### config.mk
export PLATFORM = sky130hd
export DESIGN_NAME = imem_arbiter
export DESIGN_NICKNAME = d
export VERILOG_FILES = /design/src/rtl/imem_pkg.sv /design/src/rtl/rr_arb2.sv /design/src/rtl/imem_arbiter.sv
export SDC_FILE = /design/constraint.sdc
export NUM_CORES = 1
export LEC_CHECK = 0
export BUFFER_PORTS_ARGS = -buffer_cell sky130_fd_sc_hd__clkbuf_2
export CAP_MARGIN = 40
export CORE_MARGIN = 3
export CORE_UTILIZATION = 43
export DETAILED_ROUTE_END_ITERATION = 8
export PLACE_DENSITY = 0.81
export SLEW_MARGIN = 20
export SYNTH_ARGS = -nofsm -noshare
export SYNTH_HDL_FRONTEND = slang
export SYNTH_SLANG_ARGS = --single-unit
### constraint.sdc
create_clock -name clk -period 1.55 [get_ports clk]
set_input_delay 0.0775 -clock clk [delete_from_list [all_inputs] [get_ports clk]]
set_output_delay 0.0775 -clock clk [all_outputs]
set_load 0.03 [all_outputs]
### src/rtl/imem_pkg.sv
// Shared definitions for the instruction-memory arbiter: default widths and port ids.
package imem_pkg;

  localparam int unsigned IMEM_DEPTH_LOG2_DEF = 10;
  localparam int unsigned XLEN_DEF            = 32;

  typedef enum logic {
    PORT_FETCH = 1'b0,
    PORT_DBG   = 1'b1
  } port_id_e;

endpackage

### src/rtl/rr_arb2.sv
// Two-input round-robin arbiter; bit 0 is fetch, bit 1 is debug. Grant is combinational,
// the last-granted pointer advances only when a grant is issued.
module rr_arb2
  import imem_pkg::*;
(
  input  logic       clk,
  input  logic       reset_n,
  input  logic [1:0] req_i,
  output logic [1:0] gnt_c_o
);

  port_id_e last_q, last_d;

  always_ff @(posedge clk or negedge reset_n) begin
    if (!reset_n) begin
      last_q <= PORT_DBG;
    end else begin
      last_q <= last_d;
    end
  end

  // On conflict, favour the port that was not granted most recently.
  always_comb begin
    gnt_c_o = 2'b00;
    if (req_i == 2'b11) begin
      if (last_q == PORT_FETCH) begin
        gnt_c_o = 2'b10;
      end else begin
        gnt_c_o = 2'b01;
      end
    end else begin
      gnt_c_o = req_i;
    end
  end

  always_comb begin
    last_d = last_q;
    if (gnt_c_o[0]) begin
      last_d = PORT_FETCH;
    end else if (gnt_c_o[1]) begin
      last_d = PORT_DBG;
    end
  end

endmodule

### src/rtl/imem_arbiter.sv
// Shares one single-port instruction memory between the fetch unit and the debug/loader port,
// with one-cycle registered responses and address-range checking.
module imem_arbiter
  import imem_pkg::*;
#(
  parameter int unsigned IMEM_DEPTH_LOG2 = IMEM_DEPTH_LOG2_DEF,
  parameter int unsigned XLEN            = XLEN_DEF
) (
  input  logic                       clk,
  input  logic                       reset_n,

  input  logic                       io_fetch_req_valid,
  output logic                       io_fetch_req_ready,
  input  logic [XLEN-1:0]            io_fetch_req_addr,
  input  logic                       io_fetch_flush,
  output logic                       io_fetch_resp_valid,
  output logic [XLEN-1:0]            io_fetch_resp_data,
  output logic                       io_fetch_resp_err,

  input  logic                       io_dbg_req_valid,
  output logic                       io_dbg_req_ready,
  input  logic [XLEN-1:0]            io_dbg_req_addr,
  input  logic                       io_dbg_req_wr,
  input  logic [XLEN-1:0]            io_dbg_req_wdata,
  output logic                       io_dbg_resp_valid,
  output logic [XLEN-1:0]            io_dbg_resp_data,
  output logic                       io_dbg_resp_err,

  output logic [IMEM_DEPTH_LOG2-1:0] io_mem_addr,
  input  logic [XLEN-1:0]            io_mem_rdata,
  output logic                       io_mem_wen,
  output logic [XLEN-1:0]            io_mem_wdata
);

  localparam int unsigned IDX_LSB = 2;
  localparam int unsigned IDX_MSB = IMEM_DEPTH_LOG2 + 1;

  // Misaligned, or addressing beyond the end of the memory.
  function automatic logic addr_bad(input logic [XLEN-1:0] a);
    return (a[1:0] != 2'b00) || ((a >> (IDX_MSB + 1)) != '0);
  endfunction

  logic [1:0]      gnt_c;
  logic            fetch_acc_c;
  logic            dbg_acc_c;
  logic [XLEN-1:0] sel_addr_c;
  logic            sel_bad_c;

  logic            fetch_vld_q, fetch_vld_d;
  logic            fetch_err_q, fetch_err_d;
  logic [XLEN-1:0] fetch_data_q, fetch_data_d;
  logic            dbg_vld_q, dbg_vld_d;
  logic            dbg_err_q, dbg_err_d;
  logic [XLEN-1:0] dbg_data_q, dbg_data_d;

  rr_arb2 u_rr_arb2 (
    .clk     (clk),
    .reset_n (reset_n),
    .req_i   ({io_dbg_req_valid, io_fetch_req_valid}),
    .gnt_c_o (gnt_c)
  );

  // Nothing is granted while reset is held.
  assign fetch_acc_c = reset_n & gnt_c[0];
  assign dbg_acc_c   = reset_n & gnt_c[1];

  assign io_fetch_req_ready = fetch_acc_c;
  assign io_dbg_req_ready   = dbg_acc_c;

  assign sel_addr_c = dbg_acc_c ? io_dbg_req_addr : io_fetch_req_addr;
  assign sel_bad_c  = addr_bad(sel_addr_c);

  assign io_mem_addr  = (fetch_acc_c | dbg_acc_c) ? sel_addr_c[IDX_MSB:IDX_LSB] : '0;
  assign io_mem_wen   = dbg_acc_c & io_dbg_req_wr & ~sel_bad_c;
  assign io_mem_wdata = io_mem_wen ? io_dbg_req_wdata : '0;

  always_comb begin
    fetch_vld_d  = 1'b0;
    fetch_err_d  = 1'b0;
    fetch_data_d = '0;
    dbg_vld_d    = 1'b0;
    dbg_err_d    = 1'b0;
    dbg_data_d   = '0;
    if (fetch_acc_c) begin
      fetch_vld_d  = 1'b1;
      fetch_err_d  = sel_bad_c;
      fetch_data_d = sel_bad_c ? '0 : io_mem_rdata;
    end
    if (dbg_acc_c) begin
      dbg_vld_d  = 1'b1;
      dbg_err_d  = sel_bad_c;
      dbg_data_d = (sel_bad_c || io_dbg_req_wr) ? '0 : io_mem_rdata;
    end
  end

  always_ff @(posedge clk or negedge reset_n) begin
    if (!reset_n) begin
      fetch_vld_q  <= 1'b0;
      fetch_err_q  <= 1'b0;
      fetch_data_q <= '0;
      dbg_vld_q    <= 1'b0;
      dbg_err_q    <= 1'b0;
      dbg_data_q   <= '0;
    end else begin
      fetch_vld_q  <= fetch_vld_d;
      fetch_err_q  <= fetch_err_d;
      fetch_data_q <= fetch_data_d;
      dbg_vld_q    <= dbg_vld_d;
      dbg_err_q    <= dbg_err_d;
      dbg_data_q   <= dbg_data_d;
    end
  end

  // A flush suppresses the fetch response landing in the same cycle.
  assign io_fetch_resp_valid = fetch_vld_q & ~io_fetch_flush;
  assign io_fetch_resp_data  = io_fetch_resp_valid ? fetch_data_q : '0;
  assign io_fetch_resp_err   = io_fetch_resp_valid & fetch_err_q;

  assign io_dbg_resp_valid = dbg_vld_q;
  assign io_dbg_resp_data  = dbg_vld_q ? dbg_data_q : '0;
  assign io_dbg_resp_err   = dbg_vld_q & dbg_err_q;

endmodule

Yosys cells after proc, flatten, opt, wreduce, memory -nomap -nowiden. Index checks and enable logic that the tools add are counted.

Mux-type cells: 17. Reductions and logical operators: 5. Equality and inequality tests: 1. Bitwise operators: 10.

Operators with widths (number): $mux 32 (8); $reduce_bool 32->1 (1); $mux 10 (1); $and 1x1->1 (7); $mux 1 (6); $mux 2 (2); $reduce_bool 2->1 (2); $eq 2x2->1 const B (1); $logic_or 1x1->1 (2); $not 1->1 (2); $or 1x1->1 (1).

Input bits: 134. Bits in registers: 69. Output and inout port bits: 113.

Longest topological paths before layout.
Depth in word-level cells: 9. Depth in mapped cells: 5. Gate-level depth less buffers: 3.

Hierarchy. A second synthesis with hierarchy kept.

Cell total of the unflattened synthesis: 300. Area total of the unflattened synthesis: 3409.5 µm².

Modules (own cells, without submodules): imem_arbiter (cells each 294, seq. area each 1701.6 µm², area each 3355.7 µm², instances 1); rr_arb2 (cells each 6, seq. area each 26.3 µm², area each 53.8 µm², instances 1).

Least setup slack after synthesis. OpenSTA, ideal clock, no wires.

Path kind: in2out. From: input port io_dbg_req_addr[0]. To: output port io_mem_wdata[10]. Buffers on the path: 1. Arrival time: 1.668 ns. Cell stages on the path: 4. Setup slack: -0.196 ns. Cells stage by stage: nor4_1 -> nand4_1 -> clkbuf_1 -> nor4_1.

Longest elaborated chain between the ends: 6.

RTL lines: start, declared (RTL line imem_arbiter.sv:22) `input logic [XLEN-1:0] io_dbg_req_addr,`; $mux 32 (RTL line imem_arbiter.sv:70) `assign sel_addr_c = dbg_acc_c ? io_dbg_req_addr : io_fetch_req_addr;`; $reduce_bool 2->1 (RTL line imem_arbiter.sv:40) `return (a[1:0] != 2'b00) || ((a >> (IDX_MSB + 1)) != '0);`; $logic_or 1x1->1 (RTL line imem_arbiter.sv:40); $not 1->1 (RTL line imem_arbiter.sv:74) `assign io_mem_wen = dbg_acc_c & io_dbg_req_wr & ~sel_bad_c;`; $and 1x1->1 (RTL line imem_arbiter.sv:74); $mux 32 (RTL line imem_arbiter.sv:75) `assign io_mem_wdata = io_mem_wen ? io_dbg_req_wdata : '0;`; end, declared (RTL line imem_arbiter.sv:32) `output logic [XLEN-1:0] io_mem_wdata`.

No other way between the ends.

Final worst setup path.
From: register u_rr_arb2.last_q. To: output port io_mem_wdata[21].

Longest elaborated chain between the ends: 9. Elaborated cells on any way between the ends: 11.

RTL lines: start, declared (RTL line rr_arb2.sv:12) `port_id_e last_q, last_d;`; start signal, assigned (RTL line rr_arb2.sv:18) `last_q <= last_d;`; $mux 2 (*) (RTL line rr_arb2.sv:26) `if (last_q == PORT_FETCH) begin`; $mux 2 (*) (RTL line rr_arb2.sv:25) `if (req_i == 2'b11) begin`; $and 1x1->1 (*) (RTL line imem_arbiter.sv:65) `assign dbg_acc_c = reset_n & gnt_c[1];`; $mux 32 (RTL line imem_arbiter.sv:70); $reduce_bool 32->1 or $reduce_bool 2->1 (tied branches) (RTL line imem_arbiter.sv:40); $logic_or 1x1->1 (RTL line imem_arbiter.sv:40); $not 1->1 (RTL line imem_arbiter.sv:74); $and 1x1->1 (*) (RTL line imem_arbiter.sv:74); $mux 32 (*) (RTL line imem_arbiter.sv:75).

Mark *: on every way between the ends. The rest lies on a longest branch, timed or not.

==> results <==
- The number of global-route vias before repair was between 4000 and 5000.
- Derived from the worst setup path, the maximum achievable clock frequency is 568 MHz.
- The number of placed instances, taps included is about 730.
- The number of search-and-repair iterations in the first detailed-routing pass is 5.
- The average size of a mapped cell is 9.65 sq um.
- In this run, the number of DRC markers left after iteration 0 of detailed routing was 155.
- Walking the worst path, the cells encountered are nand2_2, nand4b_1, buf_4, buf_12, nor4_4, clkbuf_8.
- The first global-routing pass estimated approximately 22 mm of wire.
- The cell with the biggest individual delay on the critical path is dfstp_2.
- The portion of total power attributed to combinational logic is 0.178.
- Before CTS, the worst setup slack after placement is -30.4 ps.
- The overall global routing resource usage is 0.277.
- The deepest clock path buffer count is 2.
- The number of non-filler instances in the completed layout is approximately 780.
- The critical path class is reg -> out.
- The smallest clock period supported by the final layout is computed as roughly 1800 ps.
- The max-slew headroom at the worst pin is 0.646.
- The cell area after placement is between 5000 and 6000 sq um.
- The period utilization is 1.14.
- The total length of routed wires is approximately 14 mm.
- The worst setup margin is -211 ps.
- The count of antenna diodes in the layout is 0.
- IR analysis of the VDD net gives a maximum drop of 0.410 mV.
- Entering global routing, the biggest net connects 69 pins.
- Dividing the detail-routed wire length by the instance count gives ~18 um.
- The final estimated routing congestion in global placement is 0.842.
- In this run the worst path has a maximum fanout of 12.
- At the pin with the least slew margin, the transition time is between 500 and 600 ps.
- The clock tree from TritonCTS is built.
- In the final timing run, aggregate negative setup slack is -7100 ps.
- The number of enable-type register cells in the synthesized netlist is 0.
- The internal power component is between 2 and 3 mW.
- The number of CTS-inserted buffers is 9.
- The fraction of registers with async set/reset is 1.00.
- The checks that failed: setup timing.
- The HPWL reported at the end of detailed placement is about 9.7 mm.
- The share of synthesized area occupied by flip-flops and latches is 0.450.
- The final-report max-slew violation count is 0.
- The maximum level of the CTS H-tree is 3.
- The number of buffer cells added on primary ports is roughly 250.
- The data arrival at the endpoint of the critical path is between 1500 and 2000 ps.
- Setup repair after global routing could not meet its margin everywhere.
- The count of warnings emitted by yosys is 0.
- In this design, the stage delay of the slowest critical-path cell is between 300 and 400 ps.
- The placement row count is 33.
- The standby leakage power is 3.24 nW.
- The initial utilization of the core area, before any placement, comes to 0.454.
- The number of storage elements in the synthesis netlist is 69.
- The number of nets handed over by synthesis was about 530.
- The area of the mapped netlist is ~3800 sq um.
- The number of vias in the routed layout is about 4200.
- The finished cells cover approximately 6500 sq um.
- The clock input transition at the sequential cells of the worst setup and hold paths is about 70 ps.
- The tree is rooted in a clkbuf_8.
- Hold timing on the final database bottoms out at a slack of approximately 9.5 ps.
- The share of power burned in registers is 0.451.
- The number of vias per cell after detailed routing is 5.30.
- Of the total power, the clock network draws 0.371.
- The kind of path behind the tightest hold check is in -> reg.
- The area overhead of the layout relative to synthesis is 69.4%.
- Synthesis produced a netlist whose cell count is 398.
- Of the total power, the share spent switching nets is 0.268.
- The overflow left after global routing is 0.
- In this run the power spent charging and discharging nets is 1.08 mW.
- The post-detailed-route count of antenna-violating nets is 0.
- The worst setup path is captured at an output pin.
- The die width is between 100 and 150 um.
- between 200 and 250 I/O pins were placed.
- The number of nets in the finished design is around 800.
- The core region is between 8000 and 9000 sq um.
- STA classifies the critical path startpoint as a register.
- In the routed design, unresolved DRC markers number 0.
- The run finished, with violations left.
- The number of max-capacitance violations reported is 0.
- The later pin in the worst-skew pair is clocked with a latency of 330 ps.
- In the synthesized netlist the dominant register cell turns out to be dfrtp_1.
- Setup violations remaining at the end of the flow were counted as 45.
- The final clock skew is between 7 and 8 ps.
- The final hold violation count is 0.
- The floorplan step set the die height to between 100 and 150 um.
- The power per cell area is 620 nW/um^2.
- The die covers 10100 sq um.
- Yosys mapped the design onto 25 distinct sky130hd cell types.
- The number of antenna violations at the first check in global routing is 0.
- The TritonCTS sink count is 69.
- Of the cells placed in the final design, the portion with a size suffix greater than 1 is 0.560.
- The critical path required time is 1470 ps.
-- cell usage in the layout, fill, tap and decap left out, types with 2 or more instances in the layout --
cell type / synthesis / final
buf_12: 0 / 6
clkinvlp_4: 0 / 2
nand2_1: 3 / 2
clkbuf_4: 0 / 8
buf_4: 0 / 31
nor4_4: 0 / 19
clkbuf_2: 0 / 200
nor2_1: 3 / 2
dlygate4sd3_1: 0 / 30
o21ai_1: 10 / 10
o21ai_0: 2 / 2
nor4_2: 51 / 55
nor4_1: 55 / 32
clkbuf_8: 0 / 30
buf_16: 0 / 3
and2_1: 67 / 67
inv_1: 66 / 66
buf_6: 4 / 9
dfrtp_1: 68 / 68
a21oi_2: 0 / 9
nand4_1: 12 / 12
-- logic make-up (layout without fill, tap and decap cells) --
family,count (synthesis),in the layout,synth area share
simple gates,196,196,0.398
buf+inv,108,389,0.117
flops,69,69,0.450
compound gates,25,25,0.0352
-- power by group through the flow --
stage	Sequential, mW	Combinational, mW	Clock, mW
global placement	1.85	0.549	0
floorplan	1.86	0.249	0
global route	1.82	0.774	1.59
finish	1.82	0.718	1.50
detailed placement	1.85	0.562	0
CTS	1.82	0.671	1.52
-- worst max-delay path: cells and delay by family, from the launching register on --
| kind | cells | cell delay (ps) |
|---|---|---|
| AND/OR/NAND/NOR | 3 | 390 |
| flip-flops | 1 | 390 |
| buffers and inverters | 3 | 560 |
-- layout make-up --
cell class / instances / area [sq um]
well taps: 105 / 131
flip-flops and latches: 69 / 1730
clock buffers: 11 / 151
fillers: 524 / 1960
multi-input cells: 221 / 2030
repair buffers: 306 / 2160
clock inverters: 5 / 58.8
inverters: 67 / 251
-- layer usage --
layer	share of wire	up-vias	global-route usage
met2	0.55	208	0.515
met3	0.057	45	0.0381
met4	0.041	0	0.133
li1	-	1923	-
met1	0.35	1981	0.308
met5	0	-	0
-- synth_stat cells (2+ instances only) --
cell	number	area [sq um]
nand4_1	12	75.1
clkbuf_1	24	90.1
a21oi_1	10	50.1
buf_1	2	7.51
dfrtp_1	68	1700
nand2_1	3	11.3
inv_1	66	248
o21ai_0	2	10.0
nor4_1	55	344
nor4_2	51	638
nor2_1	3	11.3
buf_6	4	45.0
and2_1	67	419
buf_2	11	55.1
o21ai_1	10	50.1
-- registers in the layout, indices dropped and copies added (netlist names) --
name               count
dbg_data_q            32
dbg_err_q              1
fetch_data_q          32
fetch_err_q            1
fetch_vld_q            1
io_dbg_resp_valid      1
u_rr_arb2.last_q       1
-- through the flow --
| step | power [mW] | utilization |
|---|---|---|
| after global placement | 2.40 | 0.627 |
| after floorplan | 2.11 | - |
| after detailed placement | 2.41 | 0.627 |
| after CTS | 4.01 | 0.742 |
| after global routing | 4.18 | 0.769 |
| final | 4.03 | 0.769 |
-- what timing repair did --
| item | in CTS | in global routing |
|---|---|---|
| hold buffers | 29 | 1 |
| hold endpoints to repair | 50 | 16 |
| pin swaps | 1 | 2 |
| resized for setup | 90 | 51 |
| setup buffers | 2 | 0 |
| setup endpoints to repair | 45 | 80 |
| gates cloned | 2 | 1 |
-- worst paths after layout --
check / startpoint / slack (ps) / cells after the start / end
min in group asynchronous: reset_n / 370 / 2 / u_rr_arb2.last_q$_DFFE_PN1P_
max reg2reg: u_rr_arb2.last_q$_DFFE_PN1P_ / 40 / 4 / fetch_data_q[3]$_DFF_PN0_
min: io_mem_rdata[16] / 10 / 3 / dbg_data_q[16]$_DFF_PN0_
max in group asynchronous: reset_n / 650 / 4 / fetch_data_q[12]$_DFF_PN0_
max: u_rr_arb2.last_q$_DFFE_PN1P_ / -210 / 6 / io_mem_wdata[21]
min reg2reg: u_rr_arb2.last_q$_DFFE_PN1P_ / 500 / 2 / u_rr_arb2.last_q$_DFFE_PN1P_
No activity file was read; power rests on OpenSTA's default activity.
